--- config.mk ---
export PLATFORM = sky130hd
export DESIGN_NAME = scratchpad_mls_responder_flat
export DESIGN_NICKNAME = d
export VERILOG_FILES = /design/src/rtl/scratchpad_mls_responder_if.sv /design/src/rtl/scratchpad_mls_responder.sv /design/src/flat_wrapper.sv
export SDC_FILE = /design/constraint.sdc
export NUM_CORES = 1
export LEC_CHECK = 0
export ABC_AREA = 0
export BUFFER_PORTS_ARGS = -buffer_cell sky130_fd_sc_hd__buf_2
export CAP_MARGIN = 40
export CORE_MARGIN = 10
export CORE_UTILIZATION = 45
export DETAILED_ROUTE_END_ITERATION = 6
export PLACE_DENSITY = 0.8
export SYNTH_ARGS = -nofsm -noshare
export SYNTH_HDL_FRONTEND = slang
export SYNTH_SLANG_ARGS = --single-unit
--- constraint.sdc ---
create_clock -name CLK -period 3.5 [get_ports CLK]
set_input_delay 1.05 -clock CLK [delete_from_list [all_inputs] [get_ports CLK]]
set_output_delay 1.05 -clock CLK [all_outputs]
set_load 0.01 [all_outputs]
--- src/rtl/scratchpad_mls_responder_if.sv ---
// Request, scratchpad and matrix-regfile signal bundle for the matrix load/store responder.
// The responder uses the slave modport; the requester/memory/regfile side uses master.
interface scratchpad_mls_responder_if #(
  parameter int ROWS  = 4,
  parameter int ROW_W = 64
);
  localparam int ROW_IDX_W = (ROWS > 1) ? $clog2(ROWS) : 1;

  // request channel
  logic                 req_valid;
  logic                 req_ready;
  logic [1:0]           ls_in;
  logic [3:0]           rd_in;
  logic [10:0]          imm_in;
  logic [31:0]          address_in;
  logic [31:0]          stride_in;

  // scratchpad channel
  logic                 mem_req;
  logic                 mem_wen;
  logic [31:0]          mem_addr;
  logic [ROW_W-1:0]     mem_wdata;
  logic                 mem_ack;
  logic [ROW_W-1:0]     mem_rdata;

  // matrix register file channel
  logic                 mrf_wen;
  logic                 mrf_ren;
  logic [3:0]           mrf_idx;
  logic [ROW_IDX_W-1:0] mrf_row;
  logic [ROW_W-1:0]     mrf_wdata;
  logic [ROW_W-1:0]     mrf_rdata;

  // completion
  logic                 resp_done;
  logic [3:0]           resp_rd;
  logic                 resp_err;

  modport slave (
    input  req_valid, ls_in, rd_in, imm_in, address_in, stride_in,
    output req_ready,
    output mem_req, mem_wen, mem_addr, mem_wdata,
    input  mem_ack, mem_rdata,
    output mrf_wen, mrf_ren, mrf_idx, mrf_row, mrf_wdata,
    input  mrf_rdata,
    output resp_done, resp_rd, resp_err
  );

  modport master (
    output req_valid, ls_in, rd_in, imm_in, address_in, stride_in,
    input  req_ready,
    input  mem_req, mem_wen, mem_addr, mem_wdata,
    output mem_ack, mem_rdata,
    input  mrf_wen, mrf_ren, mrf_idx, mrf_row, mrf_wdata,
    output mrf_rdata,
    input  resp_done, resp_rd, resp_err
  );
endinterface

--- src/rtl/scratchpad_mls_responder.sv ---
// Matrix load/store responder: moves ROWS rows between the matrix register file and the
// scratchpad, one row per scratchpad handshake, with strided addressing.
module scratchpad_mls_responder #(
  parameter int ROWS  = 4,
  parameter int ROW_W = 64
) (
  input  logic                          CLK,
  input  logic                          nRST,
  scratchpad_mls_responder_if.slave     bus
);
  localparam int ROW_IDX_W = (ROWS > 1) ? $clog2(ROWS) : 1;
  localparam logic [ROW_IDX_W-1:0] LAST_ROW = ROW_IDX_W'(ROWS - 1);

  localparam logic [1:0] ST_IDLE   = 2'd0;
  localparam logic [1:0] ST_ACCESS = 2'd1;
  localparam logic [1:0] ST_DONE   = 2'd2;

  logic [1:0]           state_reg,  state_next;
  logic [ROW_IDX_W-1:0] row_reg,    row_next;
  logic [31:0]          addr_reg,   addr_next;
  logic [31:0]          stride_reg, stride_next;
  logic [3:0]           rd_reg,     rd_next;
  logic                 store_reg,  store_next;
  logic                 err_reg,    err_next;

  logic        in_idle;
  logic        in_access;
  logic        in_done;
  logic        accept;
  logic        ls_legal;
  logic [31:0] imm_ext;

  assign in_idle   = (state_reg == ST_IDLE);
  assign in_access = (state_reg == ST_ACCESS);
  assign in_done   = (state_reg == ST_DONE);
  assign accept    = bus.req_valid && in_idle;
  assign ls_legal  = (bus.ls_in == 2'b10) || (bus.ls_in == 2'b01);
  assign imm_ext   = {{21{bus.imm_in[10]}}, bus.imm_in};

  always_comb begin
    state_next  = state_reg;
    row_next    = row_reg;
    addr_next   = addr_reg;
    stride_next = stride_reg;
    rd_next     = rd_reg;
    store_next  = store_reg;
    err_next    = err_reg;
    case (state_reg)
      ST_IDLE: begin
        if (accept) begin
          rd_next     = bus.rd_in;
          stride_next = bus.stride_in;
          addr_next   = bus.address_in + imm_ext;
          row_next    = '0;
          store_next  = bus.ls_in[0];
          err_next    = !ls_legal;
          state_next  = ls_legal ? ST_ACCESS : ST_DONE;
        end
      end
      ST_ACCESS: begin
        // addr_reg always holds the address of the current row, so it advances by
        // one stride per completed row instead of multiplying row by stride.
        if (bus.mem_ack) begin
          if (row_reg == LAST_ROW) begin
            state_next = ST_DONE;
          end else begin
            row_next  = row_reg + 1'b1;
            addr_next = addr_reg + stride_reg;
          end
        end
      end
      ST_DONE: begin
        state_next = ST_IDLE;
      end
      default: begin
        state_next = ST_IDLE;
      end
    endcase
  end

  always_ff @(posedge CLK or negedge nRST) begin
    if (!nRST) begin
      state_reg  <= ST_IDLE;
      row_reg    <= '0;
      addr_reg   <= '0;
      stride_reg <= '0;
      rd_reg     <= '0;
      store_reg  <= 1'b0;
      err_reg    <= 1'b0;
    end else begin
      state_reg  <= state_next;
      row_reg    <= row_next;
      addr_reg   <= addr_next;
      stride_reg <= stride_next;
      rd_reg     <= rd_next;
      store_reg  <= store_next;
      err_reg    <= err_next;
    end
  end

  // Outputs decode straight from registered state, so an asynchronous reset
  // clears them in the same instant the state registers clear.
  assign bus.req_ready = in_idle;

  assign bus.mem_req   = in_access;
  assign bus.mem_wen   = in_access && store_reg;
  assign bus.mem_addr  = in_access ? addr_reg : 32'd0;
  assign bus.mem_wdata = (in_access && store_reg) ? bus.mrf_rdata : '0;

  assign bus.mrf_ren   = in_access && store_reg;
  assign bus.mrf_wen   = in_access && !store_reg && bus.mem_ack;
  assign bus.mrf_idx   = in_access ? rd_reg : 4'd0;
  assign bus.mrf_row   = in_access ? row_reg : '0;
  assign bus.mrf_wdata = (in_access && !store_reg && bus.mem_ack) ? bus.mem_rdata : '0;

  assign bus.resp_done = in_done;
  assign bus.resp_rd   = in_done ? rd_reg : 4'd0;
  assign bus.resp_err  = in_done && err_reg;

endmodule
--- src/flat_wrapper.sv ---
// flat-port wrapper written by rule: the top's interface ports become plain ports
module scratchpad_mls_responder_flat 
#(
  parameter int ROWS  = 4,
  parameter int ROW_W = 64
)
  (CLK, nRST, bus_req_valid, bus_ls_in, bus_rd_in, bus_imm_in, bus_address_in, bus_stride_in, bus_req_ready, bus_mem_req, bus_mem_wen, bus_mem_addr, bus_mem_wdata, bus_mem_ack, bus_mem_rdata, bus_mrf_wen, bus_mrf_ren, bus_mrf_idx, bus_mrf_row, bus_mrf_wdata, bus_mrf_rdata, bus_resp_done, bus_resp_rd, bus_resp_err);
  scratchpad_mls_responder_if #(.ROWS(ROWS), .ROW_W(ROW_W)) bus_i ();
  input  logic CLK;
  input  logic nRST;
  input wire logic [$bits(bus_i.req_valid)-1:0] bus_req_valid;
  input wire logic [$bits(bus_i.ls_in)-1:0] bus_ls_in;
  input wire logic [$bits(bus_i.rd_in)-1:0] bus_rd_in;
  input wire logic [$bits(bus_i.imm_in)-1:0] bus_imm_in;
  input wire logic [$bits(bus_i.address_in)-1:0] bus_address_in;
  input wire logic [$bits(bus_i.stride_in)-1:0] bus_stride_in;
  output wire logic [$bits(bus_i.req_ready)-1:0] bus_req_ready;
  output wire logic [$bits(bus_i.mem_req)-1:0] bus_mem_req;
  output wire logic [$bits(bus_i.mem_wen)-1:0] bus_mem_wen;
  output wire logic [$bits(bus_i.mem_addr)-1:0] bus_mem_addr;
  output wire logic [$bits(bus_i.mem_wdata)-1:0] bus_mem_wdata;
  input wire logic [$bits(bus_i.mem_ack)-1:0] bus_mem_ack;
  input wire logic [$bits(bus_i.mem_rdata)-1:0] bus_mem_rdata;
  output wire logic [$bits(bus_i.mrf_wen)-1:0] bus_mrf_wen;
  output wire logic [$bits(bus_i.mrf_ren)-1:0] bus_mrf_ren;
  output wire logic [$bits(bus_i.mrf_idx)-1:0] bus_mrf_idx;
  output wire logic [$bits(bus_i.mrf_row)-1:0] bus_mrf_row;
  output wire logic [$bits(bus_i.mrf_wdata)-1:0] bus_mrf_wdata;
  input wire logic [$bits(bus_i.mrf_rdata)-1:0] bus_mrf_rdata;
  output wire logic [$bits(bus_i.resp_done)-1:0] bus_resp_done;
  output wire logic [$bits(bus_i.resp_rd)-1:0] bus_resp_rd;
  output wire logic [$bits(bus_i.resp_err)-1:0] bus_resp_err;
  assign bus_i.req_valid = bus_req_valid;
  assign bus_i.ls_in = bus_ls_in;
  assign bus_i.rd_in = bus_rd_in;
  assign bus_i.imm_in = bus_imm_in;
  assign bus_i.address_in = bus_address_in;
  assign bus_i.stride_in = bus_stride_in;
  assign bus_req_ready = bus_i.req_ready;
  assign bus_mem_req = bus_i.mem_req;
  assign bus_mem_wen = bus_i.mem_wen;
  assign bus_mem_addr = bus_i.mem_addr;
  assign bus_mem_wdata = bus_i.mem_wdata;
  assign bus_i.mem_ack = bus_mem_ack;
  assign bus_i.mem_rdata = bus_mem_rdata;
  assign bus_mrf_wen = bus_i.mrf_wen;
  assign bus_mrf_ren = bus_i.mrf_ren;
  assign bus_mrf_idx = bus_i.mrf_idx;
  assign bus_mrf_row = bus_i.mrf_row;
  assign bus_mrf_wdata = bus_i.mrf_wdata;
  assign bus_i.mrf_rdata = bus_mrf_rdata;
  assign bus_resp_done = bus_i.resp_done;
  assign bus_resp_rd = bus_i.resp_rd;
  assign bus_resp_err = bus_i.resp_err;
  scratchpad_mls_responder #(.ROWS(ROWS), .ROW_W(ROW_W)) u_core (.CLK(CLK), .nRST(nRST), .bus(bus_i));
endmodule
Yosys cells after proc, flatten, opt, wreduce, memory -nomap -nowiden --
Index checks and enable logic that the tools add are counted. Widths: inputs -> output; s select.
Storage, ports and cells: register bits 74, output and inout bits 177, input bits 213
Operators by class: equality and inequality tests 9, add/subtract/negate cells 3, reduce and logical (&&, ||, !) cells 13, muxes and demuxes 19
Operator list (number):
- $mux 32 | 4
- $mux 64 | 2
- $add 32x32->32 | 2
- $pmux 32 s2 | 1
- $mux 2 | 8
- $mux 4 | 2
- $ne 2x2->1 const B | 4
- $pmux 2 s2 | 2
- $eq 2x2->1 const B | 3
- $logic_and 1x1->1 | 5
- $eq 2x1->1 const B | 2
- $reduce_and 4->1 | 1
- $reduce_and 3->1 | 1
- $add 2x1->2 const B | 1
- $logic_not 1->1 | 2
- $logic_not 2->1 | 1
- $reduce_and 2->1 | 1
- $reduce_bool 2->1 | 1
- $logic_or 1x1->1 | 1

Depth between registers and ports, before layout --
Gate-level depths: netlist of the first run.
depth after elaboration 5, mapped depth 11, depth with buffers taken out 11

Worst setup path before layout of the first run --
No wires, ideal clock.
path type input -> register, start point input bus_address_in[0], end point register u_core.addr_reg[18], cell stages on the path 11, buffers on the path 0, slack 158 ps, arrival time 3260 ps, data required time 3418 ps, cells stage by stage ha_1 > fa_1 > a21o_2 > nand3_1 > a211o_1 > nand2_1 > o41a_1 > a311oi_1 > xnor2_1 > nand2_1 > a31oi_1
On the way: word-level cells in the longest chain between the ends 3
Ends and longest elaborated chain:
- start, declared | RTL line flat_wrapper.sv:15 | input wire logic [$bits(bus_i.address_in)-1:0] bus_address_in;
- $add 32x32->32 | RTL line scratchpad_mls_responder.sv:53 | addr_next = bus.address_in + imm_ext;
- $mux 32 | RTL line scratchpad_mls_responder.sv:50 | if (accept) begin
- $pmux 32 s2 | RTL line scratchpad_mls_responder.sv:48 | case (state_reg)
- end signal, assigned | RTL line scratchpad_mls_responder.sv:93 | addr_reg <= addr_next;
- end, declared | RTL line scratchpad_mls_responder.sv:20 | logic [31:0] addr_reg, addr_next;
Every way passes these cells. The select of a mux whose other input is x is not followed. A chain may end at the register's enable or synchronous reset.

Worst setup path in the final report of the first run --
start point input bus_imm_in[0], end point register u_core.addr_reg[30]
On the way: word-level cells in the longest chain between the ends 3
Ends and longest elaborated chain:
- start, declared | RTL line flat_wrapper.sv:14 | input wire logic [$bits(bus_i.imm_in)-1:0] bus_imm_in;
- $add 32x32->32 | RTL line scratchpad_mls_responder.sv:53
- $mux 32 | RTL line scratchpad_mls_responder.sv:50
- $pmux 32 s2 | RTL line scratchpad_mls_responder.sv:48
Every way passes these cells. The select of a mux whose other input is x is not followed.

==> flow_summary.toml, run 1 <==
[critical_path]
r2r-start = "u_core.stride_reg[0]$_DFFE_PN0P_"
crit_arrival_ns = 3.57
reg2reg_to = "u_core.addr_reg[18]$_DFFE_PN0P_"
path_max_fanout = 3
setup.worst_path.class = "input pin to flop"
crit_end = "u_core.addr_reg[30]$_DFFE_PN0P_"
reg2reg_slack_ns = 0.43
reg2regPathDepth = 11
crit_start = "bus_imm_in[0]"
worst_setup_path_end_kind = "flop"
cp.required_ns = 3.73
startpoint_type = "input pin"

[synthesis]
synth_seq_area_share = 0.243
synth_top_family_by_area = "simple AND/OR/NAND/NOR gates"
synth_edf_count = 0
synth_compound_area_frac = 0.220
synthMuxAreaShare = 0.00395
ys_warn_count = 0
synth_area_um2 = 7610
synth_simple_gate_area_frac = 0.318
postSynthCellCount = 994
synthTopCellsByArea = "dfrtp_1, ha_1, and2_1, nand2_1, and3_1"
async_flop_share = 1.00
yosysUniqueCellTypes = 76
synthAdderAreaFrac = 0.109
ys_seq_elements = 74
synth_flop_cell = "dfrtp_1"
synth_fp_nets = 1272
syn_avg_cell_area_um2 = 7.66
synthXorXnorAreaFrac = 0.0598
synth_top_area_share = 0.243
yosysTopAreaCell = "dfrtp_1"

[drt]
drt_iter0_drc = 735
routed_wl_um = 33700
wl_per_cell_um = 20.8
drcViolationCount = 0
antenna_left = 0
drtPass1Iterations = 5
vias = 8831
via_per_inst = 5.45

[global_routing]
gr-total-overflow = 0
track_usage = 0.286
grt_max_degree = 67
antenna_found_initial = 6
grt_pass1_wl_um = 50500
grt_pass1_vias = 8753

[clock_network]
cts-root-buf = "clkbuf_16"
clk_latency_ns = 0.34
cts.clk_slew.worst_paths_ns = 0.06
h-tree-depth = 3
cts-resized-gates = 0
cts_tree = "yes"
cts_made_buffers = 9
postCtsSetupBuffers = 0
cts_buffer_depth = 2
cts_sinks = 74
ctsHoldBuffers = 0

[final_layout]
register_area_um2 = 1850
fin_area_um2 = 10300
num-fill-cells = 1518
syn_to_final_growth_pct = 35.9
drive_gt1_frac = 0.352
nets = 1670
finish.utilization = 0.623
multi_input_area_um2 = 5410

[die]
coreArea_um2 = 16600
initial_core_util = 0.459
die_w_um = 150
die_h_um = 150
rows = 47
io_pins = 390
die_area_um2 = 22500

[sta]
holdWs_ns = 0.488
hold_viol_final = 0
fin_skew_ns = 0.00940
worst_pin_slew_ns = 0.783
max_freq_ghz = 0.299
period_minus_slack_ns = 3.34
setup-tns-final_ns = 0
finalCritPeriodShare = 0.955
rsz0062_at_grt = "false"
setup_viol = 0
slew_headroom = 0.478
final_max_slew_viol_count = 0

[placed_design]
place_congestion = 0.975
place_hpwl_um = 28300
detailed_place.area_um2 = 10000
io_buffer_count = 389

[power_and_ir_drop]
powerDensity_nw_per_um2 = 841
p_leak_nw = 5.97
vdd.ir_drop.worst_v = 0.000346

[flow_run]
cap_viol_max_count = 0

[run_status]
status = "complete, no violations"

[hold_path]
hp-class = "flop to flop"
-- worst min-delay path by stage --
| stage | startpoint | endpoint | slack, ns | depth (start not counted) |
|---|---|---|---|---|
| after floorplan | u_core.err_reg$_DFFE_PN0P_ | u_core.err_reg$_DFFE_PN0P_ | 0.44 | 2 |
| after global placement | u_core.stride_reg[18]$_DFFE_PN0P_ | u_core.stride_reg[18]$_DFFE_PN0P_ | 0.47 | 2 |
| after detailed placement | u_core.stride_reg[23]$_DFFE_PN0P_ | u_core.stride_reg[23]$_DFFE_PN0P_ | 0.47 | 2 |
| after CTS | u_core.stride_reg[12]$_DFFE_PN0P_ | u_core.stride_reg[12]$_DFFE_PN0P_ | 0.49 | 2 |
| after global routing | u_core.stride_reg[24]$_DFFE_PN0P_ | u_core.stride_reg[24]$_DFFE_PN0P_ | 0.51 | 2 |
| final | u_core.stride_reg[12]$_DFFE_PN0P_ | u_core.stride_reg[12]$_DFFE_PN0P_ | 0.49 | 2 |
-- routing by layer --
metal,global-route usage,up-vias,wire [um]
li1,-,4288,-
met1,0.361,4077,13800
met2,0.472,404,16100
met3,0.0495,60,2480
met4,0.121,2,1330
met5,0,-,13
-- logic make-up after synthesis --
family | after synthesis
buffers and inverters | 76
XOR/XNOR | 52
multiplexers | 3
AND/OR/NAND/NOR | 484
adder cells (fa/ha/maj) | 65
flip-flops | 74
AO/OA/AOI/OAI | 240
-- placed cells by master, fill, tap and decap left out, types with 11 or more instances in the layout --
cell type    n
a21o_1      30
a21oi_1     65
and2_1     111
and3_1      76
buf_2      389
buf_4       53
dfrtp_1     74
ha_1        63
inv_1       16
nand2_1    185
nand3_1     20
nor2_1      50
nor3_1      14
o21ai_0     46
o21bai_1    11
xnor2_1     32
xor2_1      20
-- stage by stage --
stage / cells / worst slack [ns] / power (mW)
after floorplan: 994 / 0.158 / 5.74
after global placement: 1601 / -0.0725 / 7.52
after detailed placement: 1601 / -0.184 / 7.62
after CTS: 1617 / 0.172 / 8.64
after global routing: 1620 / 0.0336 / 9.41
final: 1620 / 0.158 / 8.70
-- cell type report --
class	instances	share of cell area
multi-input cells	844	0.523
repair buffers	446	0.235
flip-flops and latches	74	0.179
well taps	220	0.0266
clock buffers	10	0.0231
clock inverters	6	0.00629
inverters	17	0.00617
diodes	3	0.000726
-- critical path, cell delays in order --
cell and delay [ns]:
buf_2 0.12, ha_1 0.21, fa_1 0.40, a21o_2 0.25
nand3_1 0.11, a211o_1 0.18, a21oi_2 0.10, o41ai_4 0.42
o21ai_2 0.14, o221ai_2 0.18, xnor2_1 0.10, a221o_1 0.32
-- power breakdown --
group / internal (mW) / total (mW) / switching, mW
sequential: 1.28 / 1.67 / 0.394
combinational: 2.46 / 6.08 / 3.62
clock: 0.572 / 0.947 / 0.374
total: 4.31 / 8.70 / 4.39
-- synthesized netlist by cell type, drive strengths merged (3+ instances only) --
| cell type | instances |
|---|---|
| a311oi | 3 |
| a211oi | 11 |
| and2 | 113 |
| nand2b | 4 |
| o31ai | 5 |
| nand4 | 10 |
| o221ai | 5 |
| clkbuf | 46 |
| a21oi | 69 |
| and3 | 77 |
| mux2i | 3 |
| buf | 13 |
| xor2 | 20 |
| dfrtp | 74 |
| o21bai | 12 |
| nor2 | 51 |
| ha | 63 |
| nand3 | 20 |
| a2111oi | 3 |
| nor2b | 3 |
| a211o | 6 |
| a21o | 31 |
| inv | 17 |
| o21ai | 51 |
| nand2 | 185 |
| o21a | 4 |
| a31oi | 11 |
| o22ai | 4 |
| xnor2 | 32 |
| nor3 | 14 |
| o41ai | 4 |
Note: power is estimated with default switching activity, not from simulation.
==> run 2, diff against run 1 <==
--- a/config.mk
+++ b/config.mk
@@ -11,6 +11,8 @@
 export CORE_MARGIN = 10
 export CORE_UTILIZATION = 45
 export DETAILED_ROUTE_END_ITERATION = 6
+export GPL_ROUTABILITY_DRIVEN = 0
+export HOLD_SLACK_MARGIN = 0.12
 export PLACE_DENSITY = 0.8
 export SYNTH_ARGS = -nofsm -noshare
 export SYNTH_HDL_FRONTEND = slang
==> constraint.sdc (replaced) <==
create_clock -name CLK -period 3.8 [get_ports CLK]
set_input_delay 1.14 -clock CLK [delete_from_list [all_inputs] [get_ports CLK]]
set_output_delay 1.14 -clock CLK [all_outputs]
set_load 0.01 [all_outputs]
==> run 2 against run 1 <==
Net effect:
- worst hold slack lost 0.0058 ns
- total power shrank 8.4%
- flip-flop and latch count unchanged
- clock skew is 0.0012 ns higher
- sequential power fell by 8%
- sequential share of layout area increased by 0.49 points
- core utilization shrank 1.7 points
- via count shrank 0.75%
- non-clock buffer count shrank 40
- combinational power down 9.5%
- critical path type unchanged
- largest power group unchanged
==> flow_summary.toml, run 2 (synthesis results as in run 1) <==
[final_layout]
layout_common_cells = "buf_2, nand2_1, and2_1"
syn_to_final_growth_pct = 32.2
register_area_um2 = 1850
final_common_cell = "buf_2"
num-fill-cells = 1541
multi_input_area_um2 = 5410
nets = 1630
finish.utilization = 0.607
drive_gt1_frac = 0.332

[sta]
max_freq_ghz = 0.289
period_minus_slack_ns = 3.46
hold_viol_final = 0
slew_headroom = 0.530
finalCritPeriodShare = 0.910
fin_skew_ns = 0.0106
setup_viol = 0
rsz0062_at_grt = "false"
holdWs_ns = 0.482
setup-tns-final_ns = 0
worst_pin_slew_ns = 0.704
final_max_slew_viol_count = 0

[power_and_ir_drop]
powerDensity_nw_per_um2 = 791
p_leak_nw = 5.78
vdd.ir_drop.worst_v = 0.000383

[drt]
drtPass1Iterations = 6
antenna_left = 0
drcViolationCount = 0
via_per_inst = 5.55
wl_per_cell_um = 21.1
routed_wl_um = 33300
drt_iter0_drc = 834
vias = 8765

[global_routing]
grt_max_degree = 67
gr-total-overflow = 0
grt_pass1_vias = 8466
grt_pass1_wl_um = 49300
antenna_found_initial = 5
track_usage = 0.281

[critical_path]
crit_slowest_cell = "o41ai_1"
critPathBufInv = 1
cp.required_ns = 4.03
cpPeakStageDelay_ns = 0.46
startpoint_type = "input pin"
crit_family = "compound AO/OA/AOI/OAI gates"
worst_setup_path_end_kind = "flop"
path_max_fanout = 11
setup.worst_path.class = "input pin to flop"
crit_arrival_ns = 3.69
crit_chain = "buf_2 -> ha_1 -> nand3_1 -> nor3_1 -> o311ai_1 -> a21oi_2 -> o41ai_4 -> o41ai_1 -> a21o_1 -> a21oi_1 -> a211o_1"

[clock_network]
cts_buffer_depth = 2
cts_sinks = 74
cts_made_buffers = 9
ctsHoldBuffers = 0
h-tree-depth = 3
cts-root-buf = "clkbuf_16"
cts-resized-gates = 0
postCtsSetupBuffers = 0
cts.clk_slew.worst_paths_ns = 0.06
clk_latency_ns = 0.35
cts_tree = "yes"

[die]
io_pins = 390
die_area_um2 = 22500
rows = 47
die_w_um = 150
initial_core_util = 0.459
coreArea_um2 = 16600
die_h_um = 150

[placed_design]
io_buffer_count = 389
place_hpwl_um = 27500

[run_status]
status = "complete, no violations"

[flow_run]
cap_viol_max_count = 0

[hold_path]
hp-class = "flop to flop"
## run 2: cell types whose count changed in the layout (fill, tap and decap cells not counted)
cell / previous run / this run
buf_4: 53 / 12
clkinv_4: 1 / 3
a2111oi_0: 0 / 1
a2111oi_1: 1 / 0
buf_12: 4 / 5
bufinv_16: 1 / 2
clkbuf_1: 0 / 1
clkbuf_8: 1 / 0
clkinv_2: 2 / 1
clkinvlp_4: 1 / 0
diode_2: 3 / 2
inv_6: 1 / 0
## run 2: power by group
| group | internal, mW | switching [mW] | total, mW |
|---|---|---|---|
| Clock | 0.577 | 0.346 | 0.923 |
| Combinational | 2.20 | 3.31 | 5.50 |
| Sequential | 1.18 | 0.360 | 1.54 |
| Total | 3.95 | 4.01 | 7.96 |
## run 2: final timing paths
kind	from	endpoint	slack (ns)	cells after the start
max	bus_imm_in[10]	u_core.addr_reg[31]$_DFFE_PN0P_	0.34	11
min	u_core.rd_reg[2]$_DFFE_PN0P_	u_core.rd_reg[2]$_DFFE_PN0P_	0.48	2
max reg2reg	u_core.stride_reg[0]$_DFFE_PN0P_	u_core.addr_reg[18]$_DFFE_PN0P_	0.73	11
min reg2reg	u_core.rd_reg[2]$_DFFE_PN0P_	u_core.rd_reg[2]$_DFFE_PN0P_	0.48	2
max in group asynchronous	nRST	u_core.stride_reg[21]$_DFFE_PN0P_	2.57	3
min in group asynchronous	nRST	u_core.stride_reg[3]$_DFFE_PN0P_	0.58	1
## run 2: layout make-up
cell class,count,share of cell area
Clock inverter,6,0.00908
Sequential cell,74,0.184
Tap cell,220,0.0274
Multi-Input combinational cell,844,0.538
Inverter,17,0.00634
Clock buffer,10,0.0228
Antenna cell,2,0.000497
Timing Repair Buffer,406,0.212
## run 2: metrics by stage
stage | setup WS [ns] | total power, mW | instances | area [um^2]
global placement | 0.0894 | 6.80 | 1560 | 9720
floorplan | 0.368 | 5.29 | 994 | 7610
detailed placement | 0.0238 | 6.89 | 1561 | 9740
finish | 0.342 | 7.96 | 1579 | 10100
CTS | 0.385 | 7.90 | 1577 | 10100
global route | 0.0918 | 8.61 | 1579 | 10100
## run 2: worst reg2reg max path, delay by kind of cell, from the launching register on
family / cells / cell delay (ns)
AOI/OAI and AO/OA: 7 / 1.61
adders and majority gates: 2 / 0.66
DFF: 1 / 0.38
xor gates and xnor gates: 1 / 0.22
and+or+nand+nor: 1 / 0.12
## run 2: layer usage
layer	GRT usage	routed length, um
met5	0	21
met4	0.116	1240
met3	0.0688	2970
met2	0.470	16200
met1	0.337	12800
==> run 3, diff against run 2 <==
--- a/config.mk
+++ b/config.mk
@@ -8,12 +8,14 @@
 export ABC_AREA = 0
 export BUFFER_PORTS_ARGS = -buffer_cell sky130_fd_sc_hd__buf_2
 export CAP_MARGIN = 40
+export CORE_ASPECT_RATIO = 1.4
 export CORE_MARGIN = 10
-export CORE_UTILIZATION = 45
+export CORE_UTILIZATION = 43
 export DETAILED_ROUTE_END_ITERATION = 6
 export GPL_ROUTABILITY_DRIVEN = 0
 export HOLD_SLACK_MARGIN = 0.12
 export PLACE_DENSITY = 0.8
+export SKIP_CTS_REPAIR_TIMING = 1
 export SYNTH_ARGS = -nofsm -noshare
 export SYNTH_HDL_FRONTEND = slang
 export SYNTH_SLANG_ARGS = --single-unit
==> constraint.sdc (replaced) <==
create_clock -name CLK -period 2.75 [get_ports CLK]
set_input_delay 0.825 -clock CLK [delete_from_list [all_inputs] [get_ports CLK]]
set_output_delay 0.825 -clock CLK [all_outputs]
set_load 0.01 [all_outputs]
==> run 3 against run 2 <==
Net effect:
- the run now ends with setup timing left
- clock skew is 0.0027 ns lower
- via count is 8.9% higher
- critical path depth is 2 higher
- sequential share of layout area is 2.3 points lower
- final cell count is 8.9% higher
- design area is 15% higher
- non-clock buffer count is 127 higher
- total power is 56% higher
- critical endpoint is now u_core.addr_reg[28]$_DFFE_PN0P_
- largest power group unchanged
- largest cell class unchanged
==> flow_summary.toml, run 3 (synthesis results as in run 1) <==
[global_routing]
use_met2 = 0.427
groute.layer.met1.usage = 0.299
gr-total-overflow = 0
grt_max_degree = 69
grt_pass1_wl_um = 48700
grt_pass1_vias = 9192
track_usage = 0.251
gr-usage-met3 = 0.0702
top_usage_layer = "met2"
antenna_found_initial = 0

[critical_path]
setup.worst_path.class = "input pin to flop"
cp.depth = 13
path_max_fanout = 2
crit_arrival_ns = 3.30
crit_chain = "buf_6 -> ha_4 -> fa_2 -> a21o_4 -> nand3_2 -> a211o_1 -> a21oi_4 -> o41ai_4 -> buf_4 -> o21bai_4 -> a2111oi_4 -> a41oi_1 -> a21oi_1"
worst_setup_path_end_kind = "flop"
critPathBufInv = 2
crit_family = "compound AO/OA/AOI/OAI gates"
crit_slowest_cell = "a2111oi_4"
cpPeakStageDelay_ns = 0.38
startpoint_type = "input pin"
reg2regPathDepth = 10
cp.required_ns = 3.02

[die]
coreArea_um2 = 17400
die_w_um = 132
rows = 57
initial_core_util = 0.437
die_h_um = 177
die_area_um2 = 23500
io_pins = 390

[drt]
routed_wl_um = 33600
antenna_left = 0
vias = 9549
drcViolationCount = 0
wl_per_cell_um = 19.5
drt_iter0_drc = 746
drtPass1Iterations = 5
via_per_inst = 5.55

[sta]
final_max_slew_viol_count = 0
worst_pin_slew_ns = 0.518
finalWorstSetupSlack_ns = -0.286
max_freq_ghz = 0.329
setup_viol = 14
fin_skew_ns = 0.00791
slew_headroom = 0.655
rsz0062_at_grt = "true"
finalCritPeriodShare = 1.10
hold_viol_final = 0
period_minus_slack_ns = 3.04
setup-tns-final_ns = -1.71

[final_layout]
num-fill-cells = 1402
final_common_cell = "buf_2"
drive_gt1_frac = 0.423
multi_input_area_um2 = 5880
syn_to_final_growth_pct = 51.5
layout_common_cells = "buf_2, nand2_1, buf_4"
register_area_um2 = 1850
nets = 1757
n_antenna_cell = 0
fin_area_um2 = 11500

[clock_network]
cts-root-buf = "clkbuf_16"
cts_sinks = 74
cts.clk_slew.worst_paths_ns = 0.06
cts_buffer_depth = 2
cts_tree = "yes"
h-tree-depth = 3
cts_made_buffers = 9
clk_latency_ns = 0.34

[power_and_ir_drop]
vdd.ir_drop.worst_v = 0.000455
p_leak_nw = 6.50
p_total_mw = 12.4
powerDensity_nw_per_um2 = 1070

[hold_path]
hp-class = "input pin to async pin"

[flow_run]
cap_viol_max_count = 0

[placed_design]
io_buffer_count = 389
pre_cts_ws_ns = -0.578
place_hpwl_um = 26500
detailed_place.area_um2 = 10700

[run_status]
violations = "setup timing"
status = "finished with violations"
==> run 3: final cells by class <==
cell class | instances | area share
Multi-Input combinational cell | 844 | 0.510
Timing Repair Buffer | 533 | 0.270
Sequential cell | 74 | 0.161
Tap cell | 236 | 0.0256
Clock buffer | 10 | 0.0199
Clock inverter | 6 | 0.00781
Inverter | 17 | 0.00575
==> run 3: path summary, 6_finish.rpt <==
check                                               start                               end  slack [ns]
setup reg to reg           u_core.addr_reg[4]$_DFFE_PN0P_   u_core.addr_reg[30]$_DFFE_PN0P_       -0.06
hold / removal                                       nRST  u_core.stride_reg[5]$_DFFE_PN0P_        0.45
hold reg to reg                u_core.err_reg$_DFFE_PN0P_        u_core.err_reg$_DFFE_PN0P_        0.49
setup / recovery                            bus_imm_in[0]   u_core.addr_reg[28]$_DFFE_PN0P_       -0.29
max in group asynchronous                            nRST   u_core.state_reg[0]$_DFFE_PN0P_        1.69
min in group CLK               u_core.err_reg$_DFFE_PN0P_        u_core.err_reg$_DFFE_PN0P_        0.49
==> run 3: through the flow <==
| stage | hold slack, ns | utilization | cells |
|---|---|---|---|
| 2_1_floorplan | 0.442 | - | 994 |
| 3_3_place_gp | 0.458 | 0.612 | 1687 |
| 3_5_place_dp | 0.467 | 0.612 | 1687 |
| 4_1_cts | 0.469 | 0.631 | 1703 |
| 5_1_grt | 0.492 | 0.663 | 1720 |
| 6_report | 0.453 | 0.663 | 1720 |
==> run 3: worst register-to-register path, stage by stage (launching register included) <==
cell and delay [ns]:
dfrtp_1 0.43, ha_4 0.28, a2111oi_4 0.47, o21ai_2 0.13
nand2_1 0.11, o221ai_2 0.16, o41a_1 0.39, a211oi_2 0.21
xor2_1 0.18, nor3_1 0.07, a221o_1 0.27
==> run 3: per-layer routing <==
metal / part of all wire / vias to the layer above / wire length, um
li1: - / 4447 / -
met1: 0.37 / 4362 / 12400
met2: 0.48 / 630 / 16200
met4: 0.038 / 0 / 1260
met3: 0.11 / 110 / 3740
met5: 0 / - / 0
==> run 3: power by group <==
| group | total, mW | internal, mW | leakage, nW | switching [mW] |
|---|---|---|---|---|
| combinational | 9.03 | 3.93 | 5.45 | 5.10 |
| clock | 1.28 | 0.798 | 0.153 | 0.478 |
| sequential | 2.09 | 1.63 | 0.904 | 0.458 |
| total | 12.4 | 6.36 | 6.50 | 6.03 |
